### src/rtl/bcd_pkg.sv
// Shared constants, FSM encoding and sizing helper
// for the shared binary-to-BCD conversion engine.
package bcd_pkg;

  localparam int BIN_W   = 14;
  localparam int DIGITS  = 4;
  localparam int MAX_VAL = 9999;

  typedef enum logic [1:0] {
    IDLE  = 2'd0,
    SHIFT = 2'd1,
    DONE  = 2'd2
  } state_e;

  // BCD digits on top, binary operand underneath.
  function automatic int sr_width(input int bin_w,
                                  input int digits);
    return digits * 4 + bin_w;
  endfunction

endpackage

### src/rtl/bcd_dd_step.sv
// One double-dabble iteration: add 3 to every BCD
// nibble >= 5, then shift the whole register left.
module bcd_dd_step #(
  parameter int BIN_W  = bcd_pkg::BIN_W,
  parameter int DIGITS = bcd_pkg::DIGITS,
  parameter int SRW    = bcd_pkg::sr_width(BIN_W, DIGITS)
) (
  input  logic [SRW-1:0] sr_i,
  output logic [SRW-1:0] sr_o
);

  logic [SRW-1:0] adj;

  // Correct each digit so the following shift
  // carries into the next decimal position.
  always_comb begin
    adj = sr_i;
    for (int d = 0; d < DIGITS; d++) begin
      if (sr_i[BIN_W+4*d +: 4] >= 4'd5) begin
        adj[BIN_W+4*d +: 4] = sr_i[BIN_W+4*d +: 4] + 4'd3;
      end
    end
    sr_o = adj << 1;
  end

endmodule

### src/rtl/bcd_conv_arbiter.sv
// Round-robin front end sharing one iterative
// binary-to-BCD engine among NUM_REQ requesters.
module bcd_conv_arbiter #(
  parameter int NUM_REQ = 3,
  parameter int BIN_W   = bcd_pkg::BIN_W,
  parameter int DIGITS  = bcd_pkg::DIGITS,
  parameter int MAX_VAL = bcd_pkg::MAX_VAL
) (
  input  logic                       clk,
  input  logic                       rst_n,
  input  logic [NUM_REQ-1:0]         req_valid,
  input  logic [NUM_REQ*BIN_W-1:0]   req_bin,
  output logic [NUM_REQ-1:0]         req_ready,
  output logic                       rsp_valid,
  output logic [$clog2(NUM_REQ)-1:0] rsp_id,
  output logic [DIGITS*4-1:0]        rsp_bcd,
  output logic                       rsp_ovf,
  output logic                       busy
);

  import bcd_pkg::*;

  localparam int IDW = $clog2(NUM_REQ);
  localparam int SRW = sr_width(BIN_W, DIGITS);
  localparam int CW  = $clog2(BIN_W);

  state_e               state_q, state_d;
  logic [IDW-1:0]       rr_q, rr_d;
  logic [IDW-1:0]       id_q, id_d;
  logic                 ovf_q, ovf_d;
  logic [CW-1:0]        cnt_q, cnt_d;
  logic [SRW-1:0]       sr_q, sr_d;
  logic [IDW-1:0]       rid_q, rid_d;
  logic [DIGITS*4-1:0]  rbcd_q, rbcd_d;
  logic                 rovf_q, rovf_d;

  logic [NUM_REQ-1:0]   gnt;
  logic [IDW-1:0]       g;
  logic                 found;
  logic [IDW:0]         s;
  logic [BIN_W-1:0]     sel_bin;
  logic [BIN_W-1:0]     sat_bin;
  logic                 ovf_in;
  logic                 accept;
  logic                 arb_en;
  logic [SRW-1:0]       step_o;

  bcd_dd_step #(
    .BIN_W (BIN_W),
    .DIGITS(DIGITS),
    .SRW   (SRW)
  ) u_step (
    .sr_i(sr_q),
    .sr_o(step_o)
  );

  // Search for the first valid requester after the
  // one served last, wrapping modulo NUM_REQ.
  always_comb begin
    gnt   = '0;
    g     = '0;
    found = 1'b0;
    s     = '0;
    for (int k = 1; k <= NUM_REQ; k++) begin
      s = {1'b0, rr_q} + (IDW+1)'(k);
      if (s >= (IDW+1)'(NUM_REQ)) begin
        s = s - (IDW+1)'(NUM_REQ);
      end
      if (!found && req_valid[s[IDW-1:0]]) begin
        found = 1'b1;
        g     = s[IDW-1:0];
      end
    end
    if (found) begin
      gnt[g] = 1'b1;
    end
  end

  // Arbitration also runs in DONE so the next job
  // starts on the edge that retires the current one.
  assign arb_en    = rst_n &&
                     (state_q == IDLE || state_q == DONE);
  assign req_ready = arb_en ? gnt : '0;
  assign accept    = |(req_valid & req_ready);
  assign sel_bin   = req_bin[g*BIN_W +: BIN_W];
  assign ovf_in    = sel_bin > BIN_W'(MAX_VAL);
  assign sat_bin   = ovf_in ? BIN_W'(MAX_VAL) : sel_bin;

  // Sequencing: load on accept, iterate, publish.
  always_comb begin
    state_d = state_q;
    rr_d    = rr_q;
    id_d    = id_q;
    ovf_d   = ovf_q;
    cnt_d   = cnt_q;
    sr_d    = sr_q;
    rid_d   = rid_q;
    rbcd_d  = rbcd_q;
    rovf_d  = rovf_q;
    unique case (state_q)
      SHIFT: begin
        sr_d  = step_o;
        cnt_d = cnt_q + 1'b1;
        if (cnt_q == CW'(BIN_W-1)) begin
          state_d = DONE;
          rbcd_d  = step_o[SRW-1 -: DIGITS*4];
          rid_d   = id_q;
          rovf_d  = ovf_q;
        end
      end
      IDLE, DONE: begin
        state_d = IDLE;
        if (accept) begin
          sr_d    = SRW'(sat_bin);
          id_d    = g;
          ovf_d   = ovf_in;
          rr_d    = g;
          cnt_d   = '0;
          state_d = SHIFT;
        end
      end
      default: state_d = IDLE;
    endcase
  end

  // State and result registers.
  always_ff @(posedge clk or negedge rst_n) begin
    if (!rst_n) begin
      state_q <= IDLE;
      rr_q    <= IDW'(NUM_REQ-1);
      id_q    <= '0;
      ovf_q   <= 1'b0;
      cnt_q   <= '0;
      sr_q    <= '0;
      rid_q   <= '0;
      rbcd_q  <= '0;
      rovf_q  <= 1'b0;
    end else begin
      state_q <= state_d;
      rr_q    <= rr_d;
      id_q    <= id_d;
      ovf_q   <= ovf_d;
      cnt_q   <= cnt_d;
      sr_q    <= sr_d;
      rid_q   <= rid_d;
      rbcd_q  <= rbcd_d;
      rovf_q  <= rovf_d;
    end
  end

  assign rsp_valid = (state_q == DONE);
  assign busy      = (state_q != IDLE);
  assign rsp_id    = rid_q;
  assign rsp_bcd   = rbcd_q;
  assign rsp_ovf   = rovf_q;

endmodule

### config.mk
export PLATFORM = sky130hd
export DESIGN_NAME = bcd_conv_arbiter
export DESIGN_NICKNAME = d
export VERILOG_FILES = /design/src/rtl/bcd_pkg.sv /design/src/rtl/bcd_dd_step.sv /design/src/rtl/bcd_conv_arbiter.sv
export SDC_FILE = /design/constraint.sdc
export NUM_CORES = 1
export LEC_CHECK = 0
export CAP_MARGIN = 20
export CORE_AREA = 2 2 87 89
export CTS_BUF_LIST = sky130_fd_sc_hd__clkbuf_2 sky130_fd_sc_hd__clkbuf_4 sky130_fd_sc_hd__clkbuf_8
export CTS_CLUSTER_DIAMETER = 50
export CTS_CLUSTER_SIZE = 25
export DETAILED_ROUTE_END_ITERATION = 12
export DIE_AREA = 0 0 89 91
export PLACE_DENSITY = 0.75
export SLEW_MARGIN = 20
export SYNTH_ARGS = -nofsm -noshare
export SYNTH_HDL_FRONTEND = slang
export SYNTH_SLANG_ARGS = --single-unit
### constraint.sdc
create_clock -name clk -period 5.8 [get_ports clk]
set_input_delay 0.58 -clock clk [delete_from_list [all_inputs] [get_ports clk]]
set_output_delay 0.58 -clock clk [all_outputs]
set_load 0.02 [all_outputs]
==> flow_metrics.tcl <==
set metrics [dict create \
    syn_inst 388 \
    crit_chain "inv_1 -> ha_1 -> or2_2 -> and3_1 -> a21o_1 -> and3_1 -> clkdlybuf4s50_1" \
    sequentialPowerShare_pct 31.5 \
    cp_slowest_cell "clkdlybuf4s50_1" \
    die_w_um 89 \
    ys_ff_latch 59 \
    p_comb_share_pct 54.0 \
    insertion_delay_ns 0.34 \
    grt_pass1_wl_um 13200 \
    routabilityCongestion 0.924 \
    core_area_sq_um 7140 \
    wl_per_cell_um 14.2 \
    p_int_mw 1.36 \
    cpMostUsedCell "and3_1" \
    grt_usage_pct 20.8 \
    nets 512 \
    yosysWarnings 0 \
    overflow 0 \
    firstDrtPassIters 5 \
    final_cell_mix "69 x clkdlybuf4s50_1, 58 x dfrtp_1, 54 x nand2_1" \
    p_per_area_nw_per_um2 540 \
    p_switching_mw 1.01 \
    path_delay_family "simple AND/OR/NAND/NOR gates" \
    grt_max_degree 62 \
    clkTransAtPathRegs_ns 0.06 \
    cts_made_buffers 9 \
    cts_sinks 59 \
    multi_input_area_sq_um 1810 \
    drive_gt1_share_pct 8.32 \
    cts_tree "built" \
    grt_antenna_before_repair 0 \
    status "finished clean" \
    seq_area_frac_synth_pct 42.7 \
    grt_pass1_vias 2882 \
    irDropWorstVdd_v 0.000185 \
    cts-hold-fix-buffers 0 \
    fin_skew_ns 0.00980 \
    min_path_type "input pin to asynchronous set/reset pin" \
    syn_nets 448 \
    fillCellCount 629 \
    cp_slowest_stage_delay_ns 0.61 \
    slew_violations 0 \
    cp.arrival_ns 3.48 \
    synthDistinctLibCells 56 \
    fp-row-count 31 \
    dieArea_sq_um 8100 \
    synth_edf_count 0 \
    post-route-period-util_pct 69.9 \
    cts_root_buf "clkbuf_8" \
    cts_resized 0 \
    rsz0062_at_grt "false" \
    finalSetupViolCount 0 \
    switching_share_pct 42.7 \
    layout_commonest_cell "clkdlybuf4s50_1" \
    synthFlopType "dfrtp_1" \
    crit_type "flip-flop to primary output" \
    post-route-min-period_ns 4.06 \
    htreeDepth 3 \
    detail-route-antenna-nets 0 \
    p_total_mw 2.37 \
    dp_hpwl_um 5660 \
    initial_core_util_pct 48.5 \
    synthArstFlopShare_pct 100 \
    cts_max_path_buffers 2 \
    regToRegSetupSlack_ns 2.30 \
    routed_wl_um 7890 \
    critPathCaptureType "primary output" \
    fmax_ghz 0.247 \
    drv_cap 0 \
    clkPwrFrac_pct 14.5 \
    postCtsSetupBuffers 0 \
    numPortBuffers 70 \
    required_ns 5.22 \
    cp_max_fo 20 \
    hold_viol 0 \
    tightest_slew_ns 0.753 \
    relSlewSlack_pct 49.6 \
    dieHeight_um 91 \
    via_count 3101 \
    post_drt_via_cell_ratio 5.58 \
    drc 0 \
    avgSynthCellArea_sq_um 8.92 \
    seqCellArea_sq_um 1480 \
    ios 71 \
    power.leakage_nw 1.88 \
    dr.first_iter.drc_count 188 \
    cp-start-kind "flip-flop" \
    syn_area_sq_um 3460 \
    setup_tns_ns 0 \
    area_growth_pct 26.7 \
    path_buf_inv 2 \
    num_antenna_cells 0 \
]
registers in the layout, indices dropped and copies added (netlist names):
name and count:
id_q 1, rsp_ovf 1, sr_q 30, rsp_bcd 16, ovf_q 1, rr_q 2
state_q 2, cnt_q 4, rsp_id 2
power groups by stage:
stage	sequential, mW	clock, mW	combinational (mW)
floorplan	0.785	0	0.876
global placement	0.742	0	1.23
detailed placement	0.751	0	1.28
CTS	0.745	0.351	1.28
global route	0.774	0.373	1.43
finish	0.746	0.344	1.28
per-layer routing:
metal  vias to the layer above  part of all wire [%]  track usage, %
li1                       1527                     -               -
met1                      1444                    46            28.1
met2                       114                    46            31.6
met3                        16                   5.6            5.18
met4                         0                   2.1            8.96
met5                         -                     0               0
synth_stat cells (all sizes together), types with 7 or more instances:
cell    instances  share of area, %
o21ai          48               7.1
clkbuf         14               1.5
dfrtp          58                42
nor3            7               1.0
a21oi          20               3.0
mux2i          12               3.5
nor2           24               2.6
ha             13               4.7
nand2          54               5.9
a221o           7               2.0
and3            7               1.3
nand3          21               3.0
a31oi          11               2.0
inv            17               1.8
area by class of cell:
type | count | share of cell area (%)
multi-input combinational | 291 | 41.4
sequential | 59 | 33.7
timing repair buffer | 73 | 16.4
clock buffer | 14 | 3.97
tap | 99 | 2.83
inverter | 18 | 1.54
clock inverter | 2 | 0.228
stage by stage:
step                      util (%)  worst slack, ns  hold WS, ns  cells  cell area, sq um
final                         61.4             1.74        0.381    556              4380
after global routing          61.4             1.49        0.459    556              4380
after CTS                     61.4             1.73        0.410    556              4380
after detailed placement      58.9             1.88        0.466    540              4200
after global placement        58.9             1.92        0.463    540              4200
after floorplan                  -             2.65        0.284    388              3460
kinds of logic after synthesis:
kind of cell,count (synthesis),synth area share (%)
and+or+nand+nor,145,20.6
AOI/OAI and AO/OA,112,20.9
DFF,59,42.7
buffers and inverters,38,5.10
muxes,16,4.77
adders and majority gates,13,4.70
xor gates and xnor gates,5,1.27
final timing paths:
path / startpoint / endpoint / cells past startpoint
setup / recovery: rr_q[0] / req_ready[0] / 7
hold / removal: rst_n / rsp_bcd[7] / 2
setup reg to reg: rr_q[0] / sr_q[5] / 9
hold reg to reg: rsp_bcd[4] / rsp_bcd[4] / 2
max in group asynchronous: rst_n / sr_q[28] / 2
min in group clk: rsp_bcd[4] / rsp_bcd[4] / 2
Note: power is estimated with default switching activity, not from simulation.
